### src/rtl/regfile_wb_arbiter.sv
// Arbitrates the single register-file write port between the ALU and load/mul
// writeback paths, and tracks pending long-latency destinations for RAW stalls.
// Optional stall counter: define STALL_CNT_EN.
module regfile_wb_arbiter #(
  parameter int unsigned NREG = 32,
  parameter int unsigned XLEN = 32
) (
  input  logic            clk,
  input  logic            rst,
  input  logic            req0_valid,
  input  logic [4:0]      req0_rd,
  input  logic [XLEN-1:0] req0_data,
  output logic            req0_ready,
  input  logic            req1_valid,
  input  logic [4:0]      req1_rd,
  input  logic [XLEN-1:0] req1_data,
  output logic            req1_ready,
  input  logic            issue_valid,
  input  logic [4:0]      issue_rd,
  input  logic [4:0]      chk_rs1,
  input  logic [4:0]      chk_rs2,
  output logic            stall,
  output logic            rf_regwrite,
  output logic [4:0]      rf_rd,
  output logic [XLEN-1:0] rf_data
`ifdef STALL_CNT_EN
  ,
  output logic [15:0]     stall_cnt
`endif
);

  localparam int unsigned RD_W = 5;

  logic            last_grant;
  logic            grant0;
  logic            grant1;
  logic            contend;
  logic [NREG-1:0] pending;
  logic [NREG-1:0] pending_nxt;

  // Round-robin: last_grant=1 means req1 won the last contested cycle.
  always_comb begin
    contend = req0_valid & req1_valid;
    grant0  = req0_valid & (~req1_valid | last_grant);
    grant1  = req1_valid & (~req0_valid | ~last_grant);
  end

  assign req0_ready = grant0;
  assign req1_ready = grant1;

  always_ff @(posedge clk or posedge rst) begin
    if (rst) begin
      last_grant <= 1'b1;
    end else if (contend) begin
      last_grant <= grant1;
    end
  end

  // Registered write port; writes to x0 are dropped and rd/data hold.
  always_ff @(posedge clk or posedge rst) begin
    if (rst) begin
      rf_regwrite <= 1'b0;
      rf_rd       <= '0;
      rf_data     <= '0;
    end else begin
      rf_regwrite <= 1'b0;
      if (grant0 && req0_rd != RD_W'(0)) begin
        rf_regwrite <= 1'b1;
        rf_rd       <= req0_rd;
        rf_data     <= req0_data;
      end else if (grant1 && req1_rd != RD_W'(0)) begin
        rf_regwrite <= 1'b1;
        rf_rd       <= req1_rd;
        rf_data     <= req1_data;
      end
    end
  end

  // Scoreboard update: clear on accepted req1, set on issue; set applied last so it wins.
  always_comb begin
    pending_nxt = pending;
    if (grant1) begin
      pending_nxt[req1_rd] = 1'b0;
    end
    if (issue_valid && issue_rd != RD_W'(0)) begin
      pending_nxt[issue_rd] = 1'b1;
    end
    pending_nxt[0] = 1'b0;
  end

  always_ff @(posedge clk or posedge rst) begin
    if (rst) begin
      pending <= '0;
    end else begin
      pending <= pending_nxt;
    end
  end

  always_comb begin
    stall = ((chk_rs1 != RD_W'(0)) & pending[chk_rs1]) |
            ((chk_rs2 != RD_W'(0)) & pending[chk_rs2]);
  end

`ifdef STALL_CNT_EN
  // Saturating count of stalled cycles.
  always_ff @(posedge clk or posedge rst) begin
    if (rst) begin
      stall_cnt <= 16'h0000;
    end else if (stall && stall_cnt != 16'hFFFF) begin
      stall_cnt <= stall_cnt + 16'd1;
    end
  end
`endif

endmodule

### config.mk
export PLATFORM = sky130hd
export DESIGN_NAME = regfile_wb_arbiter
export DESIGN_NICKNAME = d
export VERILOG_FILES = /design/src/rtl/regfile_wb_arbiter.sv
export SDC_FILE = /design/constraint.sdc
export NUM_CORES = 1
export LEC_CHECK = 0
export CAP_MARGIN = 20
export CORE_MARGIN = 2
export CORE_UTILIZATION = 35
export CTS_CLUSTER_SIZE = 25
export DETAILED_ROUTE_END_ITERATION = 7
export PLACE_DENSITY = 0.63
export SETUP_SLACK_MARGIN = 0.3
export SYNTH_ARGS = -nofsm -noshare
export SYNTH_HDL_FRONTEND = slang
export SYNTH_SLANG_ARGS = --single-unit
export TNS_END_PERCENT = 50
### constraint.sdc
create_clock -name clk -period 4.35 [get_ports clk]
set_input_delay 0.6525 -clock clk [delete_from_list [all_inputs] [get_ports clk]]
set_output_delay 0.6525 -clock clk [all_outputs]
set_load 0.05 [all_outputs]
==> results of run 1 <==
path summary, 6_finish.rpt:
| check | startpoint | to | slack, ns | cells past startpoint |
|---|---|---|---|---|
| setup / recovery | chk_rs1[2] | stall | 0.91 | 7 |
| hold / removal | rf_data[12]$_DFFE_PP0P_ | rf_data[12]$_DFFE_PP0P_ | 0.49 | 2 |
| setup reg to reg | last_grant$_DFFE_PP1P_ | rf_rd[4]$_DFFE_PP0P_ | 1.87 | 6 |
| hold reg to reg | rf_data[12]$_DFFE_PP0P_ | rf_data[12]$_DFFE_PP0P_ | 0.49 | 2 |
| max in group asynchronous | rst | pending[26]$_DFF_PP0_ | 2.70 | 3 |
| min in group asynchronous | rst | rf_regwrite$_DFF_PP0_ | 0.65 | 2 |
metrics by stage:
| step | worst slack (ns) | hold WS (ns) | total power [uW] | cell area (um2) | cells |
|---|---|---|---|---|---|
| after floorplan | 1.25 | 0.481 | 1720 | 3680 | 363 |
| after global placement | 0.419 | 0.463 | 2150 | 5130 | 616 |
| after detailed placement | 0.400 | 0.471 | 2160 | 5130 | 616 |
| after CTS | 0.400 | 0.490 | 2690 | 5320 | 631 |
| after global routing | 0.678 | 0.503 | 2800 | 5330 | 631 |
| final | 0.912 | 0.490 | 2660 | 5330 | 631 |
cell type report:
type	count	area (um2)	share of cell area, %
Clock buffer	11	141	2.66
Clock inverter	4	47.5	0.893
Inverter	8	30.0	0.564
Multi-Input combinational cell	264	1800	33.9
Timing Repair Buffer	138	1380	25.9
Sequential cell	70	1750	32.9
Tap cell	136	170	3.20
layout by cell type (no fill, tap or decap), types with 4 or more instances in the layout:
master | netlist | routed
sky130_fd_sc_hd__a2111oi_0 | 4 | 4
sky130_fd_sc_hd__buf_4 | 0 | 4
sky130_fd_sc_hd__clkbuf_8 | 0 | 10
sky130_fd_sc_hd__clkdlybuf4s50_1 | 0 | 131
sky130_fd_sc_hd__dfrtp_1 | 69 | 69
sky130_fd_sc_hd__inv_1 | 8 | 7
sky130_fd_sc_hd__mux2i_1 | 41 | 41
sky130_fd_sc_hd__mux4_2 | 10 | 10
sky130_fd_sc_hd__nand2_1 | 47 | 47
sky130_fd_sc_hd__nand2b_1 | 4 | 4
sky130_fd_sc_hd__nand3_1 | 4 | 4
sky130_fd_sc_hd__nand3b_1 | 10 | 10
sky130_fd_sc_hd__nor2_1 | 8 | 8
sky130_fd_sc_hd__o21ai_0 | 85 | 85
sky130_fd_sc_hd__o21ai_1 | 10 | 10
flip-flops by register name, indices dropped and copies added (netlist names):
signal,flops
rf_data,32
pending,31
rf_rd,5
last_grant,1
rf_regwrite,1
routing by layer:
| layer | up-vias | GRT usage (%) |
|---|---|---|
| li1 | 1574 | - |
| met1 | 1575 | 24.1 |
| met2 | 153 | 30.7 |
| met3 | 7 | 7.97 |
| met4 | 0 | 6.59 |
| met5 | - | 0 |
power groups by stage:
| stage | Sequential (uW) | Combinational [uW] | Clock (uW) |
|---|---|---|---|
| 2_1_floorplan | 1320 | 405 | 0 |
| 5_1_grt | 1000 | 1240 | 556 |
| 3_5_place_dp | 986 | 1180 | 0 |
| 4_1_cts | 980 | 1180 | 527 |
| 3_3_place_gp | 988 | 1160 | 0 |
| 6_report | 980 | 1170 | 512 |
worst min-delay path: stages (launching register included):
cell and delay [ns]:
sky130_fd_sc_hd__dfrtp_1 0.34, sky130_fd_sc_hd__nand2_1 0.06, sky130_fd_sc_hd__nand2_1 0.06
logic make-up (layout without fill, tap and decap cells):
logic type	Yosys count	after routing
AND/OR/NAND/NOR	93	93
multiplexers	54	54
XOR/XNOR	1	1
flip-flops	70	70
AO/OA/AOI/OAI	116	116
buffers and inverters	29	161
Yosys cell counts, types with 2 or more instances:
cell                        number  area, um2
sky130_fd_sc_hd__inv_1           8       30.0
sky130_fd_sc_hd__a31oi_1         2       12.5
sky130_fd_sc_hd__mux2_2          3       33.8
sky130_fd_sc_hd__or3b_2          3       26.3
sky130_fd_sc_hd__dfrtp_1        69       1730
sky130_fd_sc_hd__nand4_1         2       12.5
sky130_fd_sc_hd__o21ai_1        10       50.1
sky130_fd_sc_hd__a22oi_1         2       15.0
sky130_fd_sc_hd__nor2b_1         2       12.5
sky130_fd_sc_hd__nand2b_1        4       25.0
sky130_fd_sc_hd__mux4_2         10        225
sky130_fd_sc_hd__nor4_1          2       12.5
sky130_fd_sc_hd__nor3_1          2       10.0
sky130_fd_sc_hd__nor2_1          8       30.0
sky130_fd_sc_hd__a2111oi_0       4       35.0
sky130_fd_sc_hd__buf_6           3       33.8
sky130_fd_sc_hd__nand2_1        47        176
sky130_fd_sc_hd__mux2i_1        41        410
sky130_fd_sc_hd__a21oi_1         3       15.0
sky130_fd_sc_hd__or3_1           2       12.5
sky130_fd_sc_hd__nor3b_1         2       15.0
sky130_fd_sc_hd__nand3_1         4       20.0
sky130_fd_sc_hd__nand3b_1       10       75.1
sky130_fd_sc_hd__clkbuf_1       15       56.3
sky130_fd_sc_hd__o211ai_1        2       15.0
sky130_fd_sc_hd__o21ai_0        85        425
sky130_fd_sc_hd__buf_2           3       15.0
==> impl_metrics.tcl, run 1 <==
set metrics [dict create \
    p_leak_uw 0.00214 \
    timing.critical_path.to_type "output pin" \
    power.sequential.fraction_pct 36.9 \
    routed_wire_length_per_instance_um 17.1 \
    cts.sink_count 70 \
    relative_slew_slack_pct 28.7 \
    antenna_violations_before_repair 0 \
    placeableCoreArea_um2 10300 \
    critical_path.cell_chain "clkdlybuf4s50_1 > mux2_2 > a2111oi_0 > nor3_1 > o211ai_1 > nand4_1 > dlymetal6s2s_1" \
    via_per_inst 5.24 \
    postSynth.topFlopCell "sky130_fd_sc_hd__dfrtp_1" \
    combinationalPowerShare_pct 43.9 \
    drt-total-wl_um 10800 \
    cts_setup_buffers 0 \
    final.setup_skew_ns 0.00785 \
    post_layout_utilization_of_the_core_pct 51.8 \
    post_synth_num_cell_types 42 \
    nNetsFinal 585 \
    synthCells 363 \
    met3WireLength_um 1280 \
    power_report.internal_total_uw 1580 \
    run_status "finished clean" \
    port-buffer-count 134 \
    track_usage_pct 19.4 \
    drt_pre_antenna_iters 7 \
    ant_nets 0 \
    post_route_cells_drive_above_1_share_pct 8.48 \
    clk_transition_reported_paths_ns 0.07 \
    max_cap_violations 0 \
    insertion_delay_of_the_later_clocked_pin_in_the_worst_skew_pair_ns 0.34 \
    critical-path-max-stage-delay_ns 0.72 \
    postSynthAreaPerCell_um2 10.1 \
    io-pin-count 135 \
    timing.critical_path.fanout_max 9 \
    ctsRootBufferMaster "sky130_fd_sc_hd__clkbuf_8" \
    grt-ovfl-total 0 \
    cts_hold_repair.buffers 0 \
    wire_length_of_the_first_global_routing_pass_um 17100 \
    pwr_density_cell_nw_per_um2 499 \
    floorplan.die.height_um 107 \
    syn-num-nets 457 \
    netSwitchingPower_uw 1070 \
    postCtsResizedCells 0 \
    wl_met1_um 4370 \
    fp.dieArea_um2 11300 \
    syn-cell-area_um2 3680 \
    vdd_ir_drop_max_mv 0.234 \
    tritoncts "done" \
    synth_sequential_area_ratio_pct 47.6 \
    fp-row-count 37 \
    fillers 973 \
    timing.setup.tns_ns 0 \
    htree_num_levels 3 \
    crit_required_ns 3.70 \
    hp-class "register to register" \
    crit_buf_inv 2 \
    async_reset_ff_share_pct 100 \
    synth_fa_ha_area_share_pct 0 \
    place.detailed.hpwl_um 8080 \
    synth.yosys.warnings 0 \
    synth_enable_flop_cells 0 \
    critPathArrivalTime_ns 2.79 \
    postSynthRegisterBits 70 \
    worst-setup-path-type "input port to output pin" \
    final_hold_viol_count 0 \
    grt_max_degree 49 \
    power.share.switching_pct 40.4 \
    critPathLaunchType "input port" \
    clock_tree_buf_depth 2 \
    start_util_pct 35.8 \
    first_global_vias 3317 \
    worst_pin_slew_ns 1.07 \
    muxShareOfSynthArea_pct 18.2 \
    route.detailed.drc 0 \
    highest_clock_frequency_the_design_can_meet_mhz 291 \
    count_of_inserted_antenna_diode_cells 0 \
    fp.dieW_um 107 \
    synth-xor-area-share_pct 0.238 \
    routed-wl-met2_um 5020 \
    top_layer "met4" \
    layout_min_cycle_time_ns 3.44 \
    rsz0062_at_grt "false" \
    setup_viol_count_final 0 \
    via_count 3309 \
    critical-path-slowest-cell "sky130_fd_sc_hd__clkdlybuf4s50_1" \
    numCtsBuffers 9 \
    areaGrowthSynthToFinish_pct 44.7 \
    clock_power_share_pct 19.3 \
    synth_simple_gate_area_share_pct 12.8 \
    critical_path.top_delay_family "buffers and inverters" \
    final_replace_weighted_congestion 0.818 \
    final-max-slew-violation-count 0 \
    synth_top_family_by_area "multiplexers" \
    tcrit_tclk_final_pct 79.0 \
    synth-compound-area-share_pct 17.5 \
    drt_iter0_markers 138 \
]
Power figures use the tool's default switching activity.
==> inputs of run 2 (changes only) <==
==> constraint.sdc (replaced) <==
create_clock -name clk -period 3.35 [get_ports clk]
set_input_delay 0.5025 -clock clk [delete_from_list [all_inputs] [get_ports clk]]
set_output_delay 0.5025 -clock clk [all_outputs]
set_load 0.05 [all_outputs]
==> impl_metrics.tcl, run 2 (synthesized netlist as in run 1, its figures left out) <==
set metrics [dict create \
    run_status "finished clean" \
    critical_path.cell_chain "clkdlybuf4s50_1 > mux4_2 > mux2i_1 > nor3b_1 > a211oi_1 > nand4_1 > buf_4" \
    port-buffer-count 134 \
    timing.setup.tns_ns 0 \
    ctsRootBufferMaster "sky130_fd_sc_hd__clkbuf_8" \
    antenna_violations_before_repair 0 \
    via_per_inst 5.22 \
    route.detailed.drc 0 \
    postCtsResizedCells 2 \
    gr-usage-met2_pct 31.3 \
    htree_num_levels 3 \
    areaGrowthSynthToFinish_pct 45.8 \
    reg2regPathDepth 4 \
    insertion_delay_of_the_later_clocked_pin_in_the_worst_skew_pair_ns 0.34 \
    timing.hold.worst_endpoint "rf_data[12]$_DFFE_PP0P_" \
    grt_max_degree 42 \
    fillers 1002 \
    post_layout_utilization_of_the_core_pct 52.2 \
    fp.dieW_um 107 \
    final_replace_weighted_congestion 0.885 \
    critical-path-slowest-cell "sky130_fd_sc_hd__clkdlybuf4s50_1" \
    storage_element_area_um2 1750 \
    top_regs "rf_data (32), pending (31), rf_rd (5)" \
    p_leak_uw 0.00216 \
    timing.critical_path.fanout_max 9 \
    cts_setup_buffers 0 \
    drt_pre_antenna_iters 4 \
    grt_util_met1_pct 24.1 \
    tritoncts "done" \
    regMostFlops "rf_data" \
    floorplan.die.height_um 107 \
    wire_length_of_the_first_global_routing_pass_um 17200 \
    final_hold_viol_count 0 \
    via_count 3324 \
    rsz0062_at_grt "false" \
    grt-ovfl-total 0 \
    crit_buf_inv 2 \
    cp_num_cells 7 \
    cts.sink_count 70 \
    fp.dieArea_um2 11300 \
    drt-total-wl_um 10800 \
    critical-path-max-stage-delay_ns 0.72 \
    hp-class "register to register" \
    routed_wire_length_per_instance_um 17.0 \
    nNetsFinal 592 \
    numCtsBuffers 9 \
    setup_ws_ns 0.476 \
    multi_input_comb_area_um2 1810 \
    place.detailed.hpwl_um 8310 \
    largest_register_ff_count 32 \
    post_route_cells_drive_above_1_share_pct 9.78 \
    setup_viol_count_final 0 \
    worst-setup-path-type "input port to output pin" \
    critPathLaunchType "input port" \
    start_util_pct 35.8 \
    cts_hold_repair.buffers 0 \
    regToRegStartpoint "last_grant$_DFFE_PP1P_" \
    first_global_vias 3412 \
    tcrit_tclk_final_pct 85.8 \
    clk_transition_reported_paths_ns 0.07 \
    critPathArrivalTime_ns 2.37 \
    critical_path.top_delay_family "buffers and inverters" \
    count_of_inserted_antenna_diode_cells 0 \
    track_usage_pct 19.4 \
    gr-usage-met3_pct 7.85 \
    hold_path_startpoint "rf_data[12]$_DFFE_PP0P_" \
    max_cap_violations 0 \
    layout_min_cycle_time_ns 2.87 \
    setup.reg_to_reg.worst_slack_ns 1.29 \
    worst_pin_slew_ns 0.904 \
    clock_tree_buf_depth 2 \
    dpl_worst_slack_ns 0.191 \
    pwr_density_cell_nw_per_um2 639 \
    fp-row-count 37 \
    critical_path.reg2reg.endpoint "rf_data[19]$_DFFE_PP0P_" \
    final_cell_mix "130 x sky130_fd_sc_hd__clkdlybuf4s50_1, 85 x sky130_fd_sc_hd__o21ai_0, 69 x sky130_fd_sc_hd__dfrtp_1" \
    drt_iter0_markers 142 \
    final.setup_skew_ns 0.00819 \
    relative_slew_slack_pct 39.7 \
    final-max-slew-violation-count 0 \
    placeableCoreArea_um2 10300 \
    crit_required_ns 2.85 \
    vdd_ir_drop_max_mv 0.331 \
    number_of_cells_traversed_by_the_worst_hold_path 2 \
    layout.cells.most_common "sky130_fd_sc_hd__clkdlybuf4s50_1" \
    io-pin-count 135 \
    ant_nets 0 \
    highest_clock_frequency_the_design_can_meet_mhz 348 \
    timing.critical_path.to_type "output pin" \
    grt-busiest-layer "met2" \
]
run 2: per-stage QoR:
step           instance area (um2)  power (uW)  hold WS (ns)  instances
2_1_floorplan                 3680        2240         0.481        363
3_3_place_gp                  5190        2810         0.463        623
3_5_place_dp                  5190        2830         0.471        623
4_1_cts                       5360        3460         0.490        637
5_1_grt                       5370        3610         0.527        637
6_report                      5370        3430         0.488        637
run 2: area by class of cell:
type | count | area share (%)
inverters | 8 | 0.560
clock inverters | 1 | 0.0933
repair buffers | 145 | 26.7
flip-flops and latches | 70 | 32.7
well taps | 136 | 3.17
clock buffers | 13 | 3.15
multi-input cells | 264 | 33.6
run 2: report_power, final:
part	switching (uW)	internal (uW)	leakage [uW]	total, uW
clock	295	321	0.0000914	616
combinational	919	615	0.00123	1530
sequential	183	1100	0.000841	1280
total	1400	2030	0.00216	3430
run 2: how the worst max path moves through the flow:
stage / from / endpoint
2_1_floorplan: chk_rs1[0] / stall
3_3_place_gp: chk_rs2[0] / stall
3_5_place_dp: chk_rs2[0] / stall
4_1_cts: chk_rs1[0] / stall
5_1_grt: chk_rs2[0] / stall
6_report: chk_rs1[1] / stall
run 2: metal layers:
layer	vias to the layer above	part of all wire, %
met5	-	0
met4	0	1.2
met3	11	10
met2	142	46
met1	1582	43
li1	1589	-
run 2: worst min-delay path, cell delays in order (launching register included):
cell,delay (ns)
sky130_fd_sc_hd__dfrtp_1,0.34
sky130_fd_sc_hd__nand2_1,0.06
sky130_fd_sc_hd__nand2_1,0.06
==> inputs of run 3 (changes only) <==
--- a/config.mk
+++ b/config.mk
@@ -10,6 +10,7 @@
 export CORE_UTILIZATION = 35
 export CTS_CLUSTER_SIZE = 25
 export DETAILED_ROUTE_END_ITERATION = 7
+export HOLD_SLACK_MARGIN = 0.02
 export PLACE_DENSITY = 0.63
 export SETUP_SLACK_MARGIN = 0.3
 export SYNTH_ARGS = -nofsm -noshare
==> results of run 3 <==
The final DEF is identical to that of run 2; final timing and power are the same.
